## src/rtl/fifo_ctrl_pkg.sv

```systemverilog
// fifo_ctrl_pkg: shared types and constants for the FIFO control block.
//   state_e   : controller state (S_EMPTY, S_ACTIVE, S_FULL)
//   MODE_UP   : ud_counter MODE value for increment
//   MODE_DOWN : ud_counter MODE value for decrement
package fifo_ctrl_pkg;

  typedef enum logic [1:0] {
    S_EMPTY  = 2'd0,
    S_ACTIVE = 2'd1,
    S_FULL   = 2'd2
  } state_e;

  localparam logic MODE_UP   = 1'b1;
  localparam logic MODE_DOWN = 1'b0;

endpackage

```

## src/rtl/ud_counter.sv

```systemverilog
// ud_counter: WIDTH-bit up/down counter, wraps modulo 2**WIDTH.
//   CLK    in  rising-edge clock
//   RST_N  in  asynchronous active-low reset, clears OUT
//   ENABLE in  1 = count this cycle, 0 = hold
//   MODE   in  1 = up, 0 = down
//   OUT    out current count
module ud_counter
  import fifo_ctrl_pkg::*;
#(
  parameter int WIDTH = 5
) (
  input  logic             CLK,
  input  logic             RST_N,
  input  logic             ENABLE,
  input  logic             MODE,
  output logic [WIDTH-1:0] OUT
);

  logic [WIDTH-1:0] cnt_q, cnt_d;

  always_comb begin
    cnt_d = cnt_q;
    if (ENABLE) cnt_d = (MODE == MODE_UP) ? cnt_q + WIDTH'(1) : cnt_q - WIDTH'(1);
  end

  always_ff @(posedge CLK or negedge RST_N) begin
    if (!RST_N) cnt_q <= '0;
    else        cnt_q <= cnt_d;
  end

  assign OUT = cnt_q;

endmodule

```

## src/rtl/fifo_ctrl.sv

```systemverilog
// fifo_ctrl: FIFO control -- accept logic, EMPTY/ACTIVE/FULL FSM and three
// ud_counter instances (write pointer, read pointer, occupancy).
//   CLK, RST_N       clock, asynchronous active-low reset
//   PUSH, POP        requests, sampled at posedge CLK
//   WR_EN, RD_EN     combinational RAM enables (request accepted this cycle)
//   WR_ADDR, RD_ADDR RAM addresses (pointers)
//   USE_DW           occupancy 0..DEPTH
//   FULL, EMPTY      registered flags, decoded from the state register
//   OVF, UDF         sticky reject flags, present only when the macro
//                    FIFO_CTRL_ERR_FLAGS_EN is defined
module fifo_ctrl
  import fifo_ctrl_pkg::*;
#(
  parameter int DEPTH_LOG2 = 5
) (
  input  logic                  CLK,
  input  logic                  RST_N,
  input  logic                  PUSH,
  input  logic                  POP,
  output logic                  WR_EN,
  output logic                  RD_EN,
  output logic [DEPTH_LOG2-1:0] WR_ADDR,
  output logic [DEPTH_LOG2-1:0] RD_ADDR,
  output logic [DEPTH_LOG2:0]   USE_DW,
  output logic                  FULL,
  output logic                  EMPTY
`ifdef FIFO_CTRL_ERR_FLAGS_EN
  ,
  output logic                  OVF,
  output logic                  UDF
`endif
);

  localparam logic [DEPTH_LOG2:0] DEPTH    = (DEPTH_LOG2+1)'(1) << DEPTH_LOG2;
  localparam logic [DEPTH_LOG2:0] DEPTH_M1 = DEPTH - (DEPTH_LOG2+1)'(1);

  state_e state_q;
  logic   wr_acc, rd_acc;
  logic   occ_en, occ_mode;

  // In S_FULL a push is only taken alongside a pop (RAM is read-first there).
  // Gating with RST_N keeps the enables low while reset is held.
  assign wr_acc = RST_N & PUSH & ((state_q != S_FULL) | POP);
  assign rd_acc = RST_N & POP  & (state_q != S_EMPTY);

  assign WR_EN = wr_acc;
  assign RD_EN = rd_acc;

  // Occupancy moves only when exactly one side is accepted.
  assign occ_en   = wr_acc ^ rd_acc;
  assign occ_mode = wr_acc ? MODE_UP : MODE_DOWN;

  ud_counter #(.WIDTH(DEPTH_LOG2)) u_wr_ptr (
    .CLK(CLK), .RST_N(RST_N), .ENABLE(wr_acc), .MODE(MODE_UP), .OUT(WR_ADDR)
  );

  ud_counter #(.WIDTH(DEPTH_LOG2)) u_rd_ptr (
    .CLK(CLK), .RST_N(RST_N), .ENABLE(rd_acc), .MODE(MODE_UP), .OUT(RD_ADDR)
  );

  ud_counter #(.WIDTH(DEPTH_LOG2+1)) u_occ (
    .CLK(CLK), .RST_N(RST_N), .ENABLE(occ_en), .MODE(occ_mode), .OUT(USE_DW)
  );

  always_ff @(posedge CLK or negedge RST_N) begin
    if (!RST_N) begin
      state_q <= S_EMPTY;
    end else begin
      case (state_q)
        S_EMPTY:  if (wr_acc) state_q <= S_ACTIVE;
        S_ACTIVE: begin
          if (wr_acc && !rd_acc && USE_DW == DEPTH_M1)                  state_q <= S_FULL;
          else if (rd_acc && !wr_acc && USE_DW == (DEPTH_LOG2+1)'(1))   state_q <= S_EMPTY;
        end
        S_FULL:   if (rd_acc && !wr_acc) state_q <= S_ACTIVE;
        default:  state_q <= S_EMPTY;
      endcase
    end
  end

  assign FULL  = (state_q == S_FULL);
  assign EMPTY = (state_q == S_EMPTY);

`ifdef FIFO_CTRL_ERR_FLAGS_EN
  logic ovf_q, udf_q;

  always_ff @(posedge CLK or negedge RST_N) begin
    if (!RST_N) begin
      ovf_q <= 1'b0;
      udf_q <= 1'b0;
    end else begin
      if (PUSH && !wr_acc) ovf_q <= 1'b1;
      if (POP  && !rd_acc) udf_q <= 1'b1;
    end
  end

  assign OVF = ovf_q;
  assign UDF = udf_q;
`endif

endmodule

```

## config.mk

```make
export PLATFORM = sky130hd
export DESIGN_NAME = fifo_ctrl
export DESIGN_NICKNAME = d
export VERILOG_FILES = /design/src/rtl/fifo_ctrl_pkg.sv /design/src/rtl/ud_counter.sv /design/src/rtl/fifo_ctrl.sv
export SDC_FILE = /design/constraint.sdc
export NUM_CORES = 1
export LEC_CHECK = 0
export CAP_MARGIN = 20
export CORE_ASPECT_RATIO = 2
export CORE_MARGIN = 4
export CORE_UTILIZATION = 35
export CTS_BUF_LIST = sky130_fd_sc_hd__clkbuf_8 sky130_fd_sc_hd__clkbuf_16
export DETAILED_ROUTE_END_ITERATION = 12
export DONT_BUFFER_PORTS = 1
export SLEW_MARGIN = 20
export SYNTH_ARGS = -nofsm -noshare
export SYNTH_HDL_FRONTEND = slang
export SYNTH_SLANG_ARGS = --single-unit
```

## constraint.sdc

```tcl
create_clock -name CLK -period 5 [get_ports CLK]
set_clock_uncertainty 0.2 [all_clocks]
set_input_delay 0.75 -clock CLK [delete_from_list [all_inputs] [get_ports CLK]]
set_output_delay 0.75 -clock CLK [all_outputs]
set_load 0.02 [all_outputs]
```

# --- Word-level counts from Yosys, hierarchy flattened ---
# Cells that the tools add are included.
totals:
  regBits: 18
  wordCells: 38
classes:
  mux: 7
  n_addsub: 4
  eq_ne: 8
  reduce_logical: 9
  bitwise_logic: 6
op_table:
  columns: ["op", "n"]
  rows:
  - ["5-bit by 1-bit adder with 5-bit output (second input constant)", 2]
  - ["2-bit two-way mux", 4]
  - ["6-bit by 1-bit adder with 6-bit output (second input constant)", 1]
  - ["6-bit by 1-bit equality test with 1-bit output (second input constant)", 1]
  - ["6-bit by 5-bit equality test with 1-bit output (second input constant)", 1]
  - ["6-bit two-way mux", 1]
  - ["2-bit one-hot mux with 3 select lines", 1]
  - ["6-bit by 1-bit subtractor with 6-bit output (second input constant)", 1]
  - ["1-bit AND", 4]
  - ["1-bit logical AND", 4]
  - ["2-bit by 1-bit inequality test with 1-bit output (second input constant)", 2]
  - ["3-bit inequality test (second input constant)", 1]
  - ["3-bit AND reduction", 1]
  - ["2-bit by 1-bit equality test with 1-bit output (second input constant)", 1]
  - ["2-bit equality test (second input constant)", 1]
  - ["1-bit logical NOT", 2]
  - ["2-bit logical NOT", 1]
  - ["2-bit inequality test (second input constant)", 1]
  - ["2-bit nonzero test", 1]
  - ["1-bit two-way mux", 1]
  - ["1-bit OR", 1]
  - ["1-bit bitwise XOR", 1]

# --- Longest topological paths before layout ---
# Gate-level depths: netlist of the first run.
depth:
  word_depth: 9
  mapped_depth: 9
  ltp_nobuf: 8

# --- Cells and area by module ---
# Synthesis of the first run repeated with hierarchy kept, for this count alone.
hier_totals:
  cells_unflattened: 141
  hier_area_um2: 1378.8
modules_own_cells:
  columns: ["mod", "seq_area_each_um2", "cells_per_inst", "instances", "area_per_inst_um2"]
  rows:
  - ["ud_counter at u_rd_ptr ...", 125.1, 38, 2, 372.9]
  - ["ud_counter at u_occ", 150.1, 39, 1, 432.9]
  - ["fifo_ctrl", 50.0, 26, 1, 200.2]

# --- Worst setup path after synthesis of the first run ---
# Ideal clock, no wire load.
synth_timing:
  path_kind: "input to register"
  start: "in RST_N"
  end: "reg u_occ.cnt_q[4], in the netlist u_occ.OUT[4]"
  path_slack_ps: 2591
  setup_time_ps: 130
  required_ps: 4670
  arrival_ps: 2078
  stages: 9
  cell_sequence: "nand2_1 a21oi_4 buf_6 ha_1 buf_4 nor2b_1 nor3b_1 mux2i_1 xnor2_1"
synth_via:
  elab_chain_cells: 4
  elab_cells_between_ends: 7
  cone_classes: "mux (2); bitwise (5)"
synth_rtl:
  columns: ["element", "line_no", "source"]
  rows:
  - ["from (decl)", "fifo_ctrl.sv:17", "input logic RST_N,"]
  - ["1-bit AND (*) (2 in a row)", "fifo_ctrl.sv:43", "assign wr_acc = RST_N & PUSH & ((state_q != S_FULL) | POP);"]
  - ["via WR_EN", "fifo_ctrl.sv:20", "output logic WR_EN,"]
  - ["1-bit two-way mux", "fifo_ctrl.sv:51", "assign occ_mode = wr_acc ? MODE_UP : MODE_DOWN;"]
  - ["6-bit two-way mux", "ud_counter.sv:23", "if (ENABLE) cnt_d = (MODE == MODE_UP) ? cnt_q + WIDTH'(1) : cnt_q - WIDTH'(1);"]
  - ["to (signal assigned)", "ud_counter.sv:28", "else cnt_q <= cnt_d;"]
  - ["to (decl)", "ud_counter.sv:19", "logic [WIDTH-1:0] cnt_q, cnt_d;"]
# Mark *: on every way through the listed nets, which the timed path passes. The rest lies on a longest branch.
# A chain may end at the register's enable or synchronous reset.

# --- Worst setup path after layout of the first run ---
layout_timing:
  start: "reg state_q[1]"
  end: "reg u_occ.cnt_q[4], in the netlist u_occ.OUT[4]"
layout_via:
  elab_chain_cells: 5
  elab_cells_between_ends: 8
  cone_classes: "eq/ne (1); mux (2); bitwise (4); reduce/logical (1)"
layout_rtl:
  columns: ["element", "line_no", "source"]
  rows:
  - ["from (decl)", "fifo_ctrl.sv:37", "state_e state_q;"]
  - ["from (signal assigned)", "fifo_ctrl.sv:67", "state_q <= S_EMPTY;"]
  - ["from (signal assigned)", "fifo_ctrl.sv:70", "S_EMPTY: if (wr_acc) state_q <= S_ACTIVE;"]
  - ["from (signal assigned)", "fifo_ctrl.sv:72", "if (wr_acc && !rd_acc && USE_DW == DEPTH_M1) state_q <= S_FULL;"]
  - ["2-bit inequality test (*)", "fifo_ctrl.sv:43", null]
  - ["1-bit OR (*)", "fifo_ctrl.sv:43", null]
  - ["1-bit AND (*)", "fifo_ctrl.sv:43", null]
  - ["via WR_EN", "fifo_ctrl.sv:20", null]
  - ["1-bit two-way mux", "fifo_ctrl.sv:51", null]
  - ["6-bit two-way mux", "ud_counter.sv:23", null]
# Marks and branches as above.

==> impl_results.md, run 1 <==
* DRC violations left at 0
* CP endpoint kind: flop
* Bufs and invs on worst path at 0
* Compound-Gate Fraction of Synth Area at 0.0439
* Synth Instances at 91
* Share of layout cells above drive strength 1 at 0.129
* RSZ-0062 raised after global routing: no
* Sw frac at 0.449
* Via-per-instance ratio at 5.20
* # Max-Cap Violations at 0
* R2r endpoint: u_occ.OUT[4]$_DFFE_PN0P_
* Clock Path Buffers at 2
* Starting Density at 0.365
* Critical Path Max Stage Delay at about 0.50 ns
* Root buf cell: clkbuf_8
* CP Max Fanout at 13
* Port Buffers at 0
* Pin count of the biggest net entering global routing at 19
* Mapped Area at 998 sq um
* Remaining antenna violation count at 0
* Top delay family on crit path: simple AND/OR/NAND/NOR gates
* Mapped Avg Cell Area at 11.0 sq um
* Area share of fa/ha/maj cells after synthesis at 0.0877
* WHS Endpoint: state_q[0]$_DFFE_PN0P_
* Hold Path Stages at 1
* Most common cell after layout, fill and taps aside: dfrtp_1
* Post-synthesis mux area share at 0.0514
* Die area at about 3800 sq um
* Slew Limit Headroom at 0.455
* Register area share after synthesis at 0.451
* Cell Area, Placed at 1000 sq um
* # H-tree levels at 1
* Layout area overhead at 7.14%
* Minimum clock period at 2.51 ns
* I/O pin cnt at 24
* Largest family of logic cells by synthesized area: simple AND/OR/NAND/NOR gates
* GRT overflow at 0
* Post-synthesis register bit count at 18
* Max stage delay cell, worst path: a21oi_4
* DP HPWL at 1440 microns
* Critical Path RT at 4.93 ns
* Part of the power in registers at 0.591
* Final Setup Violations at 0
* Simple-gate share of the synthesized area at 0.185
* Syn_nets at around 100
* Yosys cell types at 30
* Placeable Area at 2740 sq um
* Critical Path Source Type: flop
* Routed WL at about 1900 microns
* CP Cell Sequence: nor2b_4 > a21oi_4 > ha_1 > nor2b_1 > nor3b_1 > mux2i_1 > xnor2_1
* Pleak at 0.448 nW
* Max VDD drop at 0.211 mV
* Net Sw Power at 0.296 mW
* Worst hold path type: reg -> reg
* Die Y at between 80 and 90 microns
* Final Max Slew Viols at 0
* Drt initial violations at 2
* Setup TNS at 0 ns
* Int Power at between 0.3 and 0.4 mW
* Fin area at 1070 sq um
* Routed len/inst at 15.3 microns
* First-pass GRT wire length at ~2900 microns
* Vias in the first global route at about 650
* Clk pwr share at 0.173
* Initial antenna violation count at 0
* Worst R2R Start: state_q[1]$_DFFE_PN0P_
* CTS tree: built
* Global Route Usage Sum at 0.103
* Power per cell area at 618 nW/um^2
* Setup Crit Path Kind: reg -> reg
* Final hold vios at 0
* Worst R2R Setup Slack at 2.49 ns
* CTS buffer count at 3
* Rows at 27
* Buffer count from post-CTS setup fixing at 0
* Worst hold path startpoint: state_q[0]$_DFFE_PN0P_
* Synth Area in XOR/XNOR at 0.123
* Worst-case reg-to-reg path depth at 7
* Clock Sinks at 18
* Outcome: finished clean
* Fin crit share at 0.502
* Fmax at about 0.40 GHz
* Part of the power in combinational logic at 0.236
* Drt pass-1 iters at 4
* Clk Latency, worst-skew pair at 0.25 ns
* GP Congestion at 0.787
* Final nets at roughly 110
* Ant diodes at 0
* Synth Warn # at 0
* Die width at around 46 microns
* Vias at 634
* Least-Margin Pin Slew at 0.816 ns
* Most frequent cells in the layout: 18 x dfrtp_1, 12 x xnor2_1, 11 x nand2_1, 7 x ha_1, 5 x inv_1
* Arrival @ worst endpoint at 2.44 ns
* Worst-path clk slew at 0.07 ns
## worst reg2reg max path, cell delays in order, from the launching register on
cell	delay [ns]
dfrtp_1	0.44
nor2b_4	0.19
a21oi_4	0.50
ha_1	0.44
nor2b_1	0.18
nor3b_1	0.19
mux2i_1	0.11
xnor2_1	0.15
## layer usage
layer  vias up  global-route usage  part of all wire
li1        308                   -                 -
met1       302               0.127              0.37
met2        20               0.161              0.53
met3         4              0.0281             0.081
met4         0              0.0466             0.017
met5         -                   0                 0
## worst max-delay path by stage
stage / from / to / slack (ns) / depth (start not counted)
floorplan: RST_N / u_occ.OUT[4]$_DFFE_PN0P_ / 2.59 / 9
global placement: RST_N / u_occ.OUT[4]$_DFFE_PN0P_ / 2.33 / 7
detailed placement: RST_N / u_occ.OUT[4]$_DFFE_PN0P_ / 2.26 / 7
CTS: state_q[1]$_DFFE_PN0P_ / u_occ.OUT[4]$_DFFE_PN0P_ / 2.46 / 7
global route: state_q[1]$_DFFE_PN0P_ / u_occ.OUT[4]$_DFFE_PN0P_ / 2.31 / 7
finish: state_q[1]$_DFFE_PN0P_ / u_occ.OUT[4]$_DFFE_PN0P_ / 2.49 / 7
## synth_stat cells (all sizes together)
cell	count	area, sq um
nand2	11	41.3
and3	1	6.26
nor2b	3	26.3
o21ai	1	5.00
mux2i	4	40.0
nor2	2	10.0
inv	6	27.5
or2	1	6.26
nor3b	2	15.0
a22o	1	10.0
nor4	2	12.5
a211oi	1	7.51
nand4	4	25.0
mux2	1	11.3
or3	2	13.8
xnor2	12	105
dfrtp	18	450
ha	7	87.6
nand3	1	5.00
xor2	2	17.5
a21oi	2	21.3
nor3	3	15.0
and2b	1	8.76
buf	3	30.0
## kinds of logic (layout without fill, tap and decap cells)
family,Yosys count,in the layout
adder cells (fa/ha/maj),7,7
AO/OA/AOI/OAI,5,5
flip-flops,18,18
buffers and inverters,9,11
AND/OR/NAND/NOR,33,33
XOR/XNOR,14,14
multiplexers,5,5
## stage by stage
step / utilization / worst slack (ns) / std cells / power [mW] / hold slack, ns
CTS: 0.391 / 2.46 / 122 / 0.673 / 0.418
floorplan: - / 2.59 / 91 / 0.503 / 0.254
global placement: 0.367 / 2.33 / 117 / 0.543 / 0.255
global route: 0.391 / 2.31 / 122 / 0.706 / 0.433
finish: 0.391 / 2.49 / 122 / 0.661 / 0.399
detailed placement: 0.367 / 2.26 / 117 / 0.553 / 0.255
## final cells by class
cell class | count | area (sq um)
fillers | 285 | 1670
multi-input cells | 64 | 490
well taps | 29 | 36.3
flip-flops and latches | 18 | 450
clock buffers | 4 | 55.1
inverters | 6 | 27.5
repair buffers | 1 | 10.0
## state kept, by name, summed over array words and instances, names as in the netlist
name,cells
u_rd_ptr.OUT,5
state_q,2
u_occ.OUT,6
u_wr_ptr.OUT,5
## power by group through the flow
| stage | registers [mW] | logic (mW) | clock network (mW) |
|---|---|---|---|
| 2_1_floorplan | 0.367 | 0.136 | 0 |
| 3_3_place_gp | 0.393 | 0.150 | 0 |
| 3_5_place_dp | 0.397 | 0.156 | 0 |
| 4_1_cts | 0.394 | 0.159 | 0.119 |
| 5_1_grt | 0.406 | 0.177 | 0.123 |
| 6_report | 0.390 | 0.156 | 0.114 |
## what timing repair did
action | CTS | global route
resized for setup | 0 | 0
hold buffers | 1 | 0
endpoints found under the hold margin | 18 | 0
No activity file was read; power rests on OpenSTA's default activity.
==> inputs of run 2 (changes only) <==
clock period = 2.3 ns   (was 5 ns; I/O delays follow)
==> run 2 against run 1 <==
Sequential power rose by 120%. Wire length shrank 1.1%. Maximum frequency increased by 23%. Sequential share of layout area shrank 0.64 points. Setup slack got worse by 2.2 ns. Total power increased by 120%. Flip-flop and latch count unchanged. Critical path type unchanged. Critical endpoint unchanged. Largest cell class unchanged. Largest power group unchanged. Highest routed layer unchanged.
==> impl_results.md, run 2 (synthesis results as in run 1) <==
* CTS buffer count at 3
* Vias at 650
* Fmax at just under 0.5 GHz
* WL met2 at 980 microns
* Clock Sinks at 18
* # Max-Cap Violations at 0
* Routed len/inst at 14.8 microns
* Clock Path Buffers at 2
* Routed WL at 1840 microns
* Initial antenna violation count at 0
* Most frequent cells in the layout: 16 x dfrtp_1, 12 x xnor2_1, 11 x nand2_1, 6 x ha_1, 5 x inv_1
* Clk Latency, worst-skew pair at 0.25 ns
* Fillers at 270
* Max stage delay cell, worst path: dfrtp_2
* DRC violations left at 0
* Remaining antenna violation count at 0
* GRT overflow at 0
* First-pass GRT wire length at 3080 microns
* Uppermost routed layer: met4
* Share of layout cells above drive strength 1 at 0.189
* Final Setup Violations at 0
* CP endpoint kind: flop
* RSZ-0062 raised after global routing: no
* Via-per-instance ratio at about 5.2
* Port Buffers at 0
* Placeable Area at ~2700 sq um
* Die width at 45.8 microns
* Outcome: finished clean
* # H-tree levels at 1
* Most common cell after layout, fill and taps aside: dfrtp_1
* Critical Path Source Type: flop
* Drt initial violations at 8
* Vias in the first global route at 680
* Least-Margin Pin Slew at a little over 0.8 ns
* Setup TNS at 0 ns
* Layout area overhead at 9.40%
* Critical Path Max Stage Delay at 0.44 ns
* Rows at 27
* Global Route Usage Sum at 0.107
* Ant diodes at 0
* Worst hold path type: in -> reg
* CTS tree: built
* Minimum clock period at between 2 and 2.5 ns
* Final nets at 107
* Setup Crit Path Kind: reg -> reg
* Max FFs per register at 6
* Root buf cell: clkbuf_8
* I/O pin cnt at 24
* GP Congestion at between 0.7 and 0.8
* Slew Limit Headroom at 0.454
* Max VDD drop at 0.541 mV
* Top delay family on crit path: simple AND/OR/NAND/NOR gates
* Die Y at 83.5 microns
* Metal3 WL at 161 microns
* CP Max Fanout at 9
* Critical Path RT at approximately 2.2 ns
* Worst-path clk slew at about 0.07 ns
* Arrival @ worst endpoint at a little under 2 ns
* Fin crit share at 0.887
* Worst R2R Setup Slack at 0.26 ns
* Buffer count from post-CTS setup fixing at 0
* Starting Density at 0.365
* CP Cell Sequence: nor2b_4 > a21oi_4 > ha_2 > nor2b_1 > nor3b_1 > mux2i_1 > xnor2_1
* Die area at about 3800 sq um
* Final hold vios at 0
* Power per cell area at 1330 nW/um^2
* Util after Layout at 0.399
* M1 WL at ~680 microns
* Pin count of the biggest net entering global routing at 19
* Final Max Slew Viols at 0
* DP HPWL at 1400 microns
* Pleak at 0.457 nW
* Bufs and invs on worst path at 0
* Drt pass-1 iters at 4
-- run 2: cell count changes in the layout (fill, tap and decap cells not counted) --
cell	previous run	this run
buf_4	0	2
dfrtp_1	18	16
dfrtp_2	0	2
ha_1	7	6
ha_2	0	1
or2_1	1	0
or2_4	0	1
-- run 2: area by class of cell --
class                   count  area (sq um)  area share
inverters                   6          27.5      0.0252
well taps                  29          36.3      0.0332
clock buffers               4          55.1      0.0504
flip-flops and latches     18           453       0.415
multi-input cells          64           495       0.454
repair buffers              3          25.0      0.0229
-- run 2: timing repair --
action | in CTS | in global routing
hold buffers | 1 | 0
endpoints found under the hold margin | 18 | 0
resized for setup | 0 | 4
setup endpoints to repair | 0 | 1
-- run 2: worst register-to-register path, stage by stage (launching register included) --
cell     delay [ns]
dfrtp_2        0.44
nor2b_4        0.18
a21oi_4        0.18
ha_2           0.35
nor2b_1        0.16
nor3b_1        0.19
mux2i_1        0.11
xnor2_1        0.13
-- run 2: metrics by stage --
step	hold slack (ns)	cells	setup WS, ns	power, mW	instance area (sq um)
6_report	0.204	124	0.259	1.45	1090
3_3_place_gp	-0.150	119	0.126	1.19	1020
4_1_cts	0.265	124	0.0713	1.48	1080
2_1_floorplan	-0.151	91	0.116	1.09	998
5_1_grt	0.241	124	0.0142	1.56	1090
3_5_place_dp	-0.150	119	0.0855	1.21	1020
-- run 2: final timing paths --
check | cells past startpoint | from | endpoint
max | 7 | state_q[1]$_DFFE_PN0P_ | u_occ.OUT[4]$_DFFE_PN0P_
min | 3 | RST_N | u_rd_ptr.OUT[0]$_DFFE_PN0P_
max reg2reg | 7 | state_q[1]$_DFFE_PN0P_ | u_occ.OUT[4]$_DFFE_PN0P_
min reg2reg | 1 | state_q[0]$_DFFE_PN0P_ | state_q[0]$_DFFE_PN0P_
max in group asynchronous | 1 | RST_N | state_q[0]$_DFFE_PN0P_
min in group asynchronous | 1 | RST_N | u_occ.OUT[0]$_DFFE_PN0P_
-- run 2: report_power, final --
part	leakage, nW	switching, mW	internal [mW]	total (mW)
Sequential	0.215	0.390	0.459	0.849
Clock	0.0288	0.101	0.152	0.253
Combinational	0.213	0.158	0.192	0.350
-- run 2: layer usage --
metal | global-route usage | up-vias
met1 | 0.122 | 313
li1 | - | 313
met3 | 0.0302 | 2
met4 | 0.0544 | 0
met5 | 0 | -
met2 | 0.172 | 22
==> inputs of run 3 (changes only) <==
SYNTH_HIERARCHICAL = 1   (was unset)
==> run 3 against run 2 <==
Flip-flop and latch count stayed put. Setup slack worse by 0.24 ns. Cell count is 74% higher. Combinational power grew to 3.1 times the previous value. Clock-buffer cell count stayed put. Critical path depth is 2 higher. Non-clock buffer count is 9 higher. Highest routed layer unchanged.
==> impl_results.md, run 3 <==
* Post-synth top area share at 0.327
* Final Setup Violations at 0
* Max stage delay cell, worst path: dfrtp_1
* CP endpoint kind: flop
* Worst R2R Setup Slack at around 0.016 ns
* CTS buffer count at 3
* Clock Sinks at 18
* Worst-path clk slew at 0.07 ns
* Remaining antenna violation count at 0
* Place WS at 0.0271 ns
* First-pass GRT wire length at around 5600 microns
* Die width at 52.4 microns
* CP Max Fanout at 5
* Fin area at 1670 sq um
* Most frequent cells in the layout: 18 x dfrtp_1, 12 x conb_1, 11 x buf_4, 11 x a21oi_1
* Cell Area, Placed at 1520 sq um
* Worst hold path startpoint: PUSH
* Ys flop type: dfrtp_1
* Starting Density at 0.359
* Count leader, synth: dfrtp_1
* Final Max Slew Viols at 0
* Register area at 450 sq um
* Placeable Area at 3840 sq um
* Most common cell after layout, fill and taps aside: dfrtp_1
* Post-synth ARST share at 1.00
* Final nets at about 190
* RSZ-0062 raised after global routing: yes
* Post-synthesis mux area share at 0.0554
* Vias at 1,179
* Area taken by multi-input logic gates at 955 sq um
* Drt initial violations at 21
* Fmax at 0.438 GHz
* Fillers at 404
* Pleak at 0.706 nW
* Slew Limit Headroom at 0.389
* Compound-Gate Fraction of Synth Area at 0.154
* Max FFs per register at 6
* Overall Power at 2.19 mW
* Drt pass-1 iters at 4
* Worst hold path type: in -> reg
* Most common cell on crit path: o211ai_1
* Register area share after synthesis at 0.327
* Global Route Usage Sum at 0.138
* CTS tree: built
* Worst-case reg-to-reg path depth at 9
* Worst R2R Start: state_q[1]$_DFFE_PN0P_
* # H-tree levels at 1
* WHS Endpoint: state_q[0]$_DFFE_PN0P_
* Arrival @ worst endpoint at 2.20 ns
* DRC violations left at 0
* Layout area overhead at 21.1%
* Fin crit share at 0.993
* Least-Margin Pin Slew at 0.913 ns
* Area leader, netlist: dfrtp_1
* I/O pin cnt at 24
* Mapped Avg Cell Area at roughly 9.8 sq um
* Minimum clock period at 2.28 ns
* Pin count of the biggest net entering global routing at 19
* R2r endpoint: u_occ/OUT[5]$_DFFE_PN0P_
* Critical Path RT at 2.22 ns
* Port Buffers at 0
* Synth Warn # at 6
* Hold Path Stages at 3
* Outcome: finished clean
* Synth Area in XOR/XNOR at 0.0508
* Final hold vios at 0
* Ant diodes at 0
* Post-synthesis register bit count at 18
* Clock Path Buffers at 2
* Die Y at 96.8 microns
* Initial antenna violation count at 0
* Setup TNS at 0 ns
* # Max-Cap Violations at 0
* Yosys cell types at between 40 and 50
* Die area at 5070 sq um
* Clk Latency, worst-skew pair at ~0.25 ns
* Via-per-instance ratio at 5.46
* Rows at 32
* DP HPWL at 2460 microns
* Routed len/inst at 15.1 microns
* GRT overflow at 0
* Root buf cell: clkbuf_8
* Max VDD drop at 0.771 mV
* Synth top area cells: dfrtp_1 33%, ha_1 11%, a21oi_1 4.4%, fa_1 4.4%, mux2_2 4.1%
* Simple-gate share of the synthesized area at 0.202
* Power per cell area at 1310 nW/um^2
* Vias in the first global route at 1,248
* Setup Crit Path Kind: reg -> reg
* Area share of fa/ha/maj cells after synthesis at 0.152
* Synth Instances at 141
* EDFF count, synth at 0
* Share of layout cells above drive strength 1 at 0.218
* Mapped Area at about 1400 sq um
* Critical Path Source Type: flop
* Largest family of logic cells by synthesized area: simple AND/OR/NAND/NOR gates
* Final WS setup at 0.0159 ns
* Routed WL at approximately 3300 microns
* CP Cell Sequence: nand2b_1 > o211ai_1 > inv_2 > clkinv_4 > ha_4 > o211ai_1 > or2_4 > a41oi_2 > o2111ai_1
* GP Congestion at 0.795
* Critical Path Max Stage Delay at between 0.4 and 0.5 ns
* Most frequent cells after synthesis: 18 x dfrtp_1, 12 x a21oi_1, 12 x ha_1, 11 x inv_1, 9 x nand3_1
-- run 3: cell types whose count changed after synthesis, moves of 4 or more --
cell,change
xnor2_1,-7
inv_1,+6
a21oi_1,+11
nand2b_1,+4
nand3_1,+8
ha_1,+5
nor2_1,+6
mux2_2,+4
nand2_1,-7
o211ai_1,+4
-- run 3: repair_timing --
action,in CTS,in global routing
endpoints found under the setup margin,0,3
hold buffers,1,0
endpoints found under the hold margin,18,0
setup buffers,0,2
resized for setup,0,10
-- run 3: final cells by class --
| type | instances | area share |
|---|---|---|
| flip-flops and latches | 18 | 0.270 |
| clock buffers | 4 | 0.0330 |
| multi-input cells | 118 | 0.572 |
| well taps | 51 | 0.0382 |
| inverters | 13 | 0.0322 |
| repair buffers | 12 | 0.0554 |
-- run 3: cell families (layout without fill, tap and decap cells) --
group / Yosys count / in the layout
simple gates: 46 / 46
compound gates: 30 / 30
flops: 18 / 18
buf+inv: 16 / 29
fa+ha+maj: 15 / 15
xor+xnor: 8 / 8
mux: 7 / 7
other cells: 1 / 12
-- run 3: through the flow --
stage | util | hold slack [ns] | cells
floorplan | - | -0.151 | 152
global placement | 0.396 | -0.150 | 209
detailed placement | 0.396 | -0.150 | 209
CTS | 0.413 | 0.163 | 214
global route | 0.435 | 0.202 | 216
finish | 0.435 | 0.173 | 216
-- run 3: worst max path at each step --
stage	from	endpoint	slack, ns
final	state_q[1]$_DFFE_PN0P_	u_occ/OUT[5]$_DFFE_PN0P_	0.02
after global routing	state_q[0]$_DFFE_PN0P_	u_occ/OUT[5]$_DFFE_PN0P_	-0.05
after CTS	state_q[0]$_DFFE_PN0P_	u_occ/OUT[5]$_DFFE_PN0P_	0.03
after detailed placement	state_q[0]$_DFFE_PN0P_	u_occ/OUT[5]$_DFFE_PN0P_	0.03
after global placement	state_q[0]$_DFFE_PN0P_	u_occ/OUT[4]$_DFFE_PN0P_	0.12
after floorplan	state_q[0]$_DFFE_PN0P_	u_occ/OUT[4]$_DFFE_PN0P_	0.03
-- run 3: report_power, final --
part | internal, mW | switching, mW
Sequential | 0.463 | 0.373
Combinational | 0.546 | 0.546
Clock | 0.152 | 0.110
-- run 3: per-layer routing --
metal	global-route usage	wire, microns
met1	0.143	1170
met2	0.252	1770
met3	0.0416	268
met4	0.0394	57
met5	0	0
-- run 3: critical path, delay by kind of cell, from the launching register on --
family | cells | cell delay (ns)
flops | 1 | 0.41
compound gates | 4 | 0.60
fa+ha+maj | 1 | 0.31
buf+inv | 2 | 0.24
simple gates | 2 | 0.39
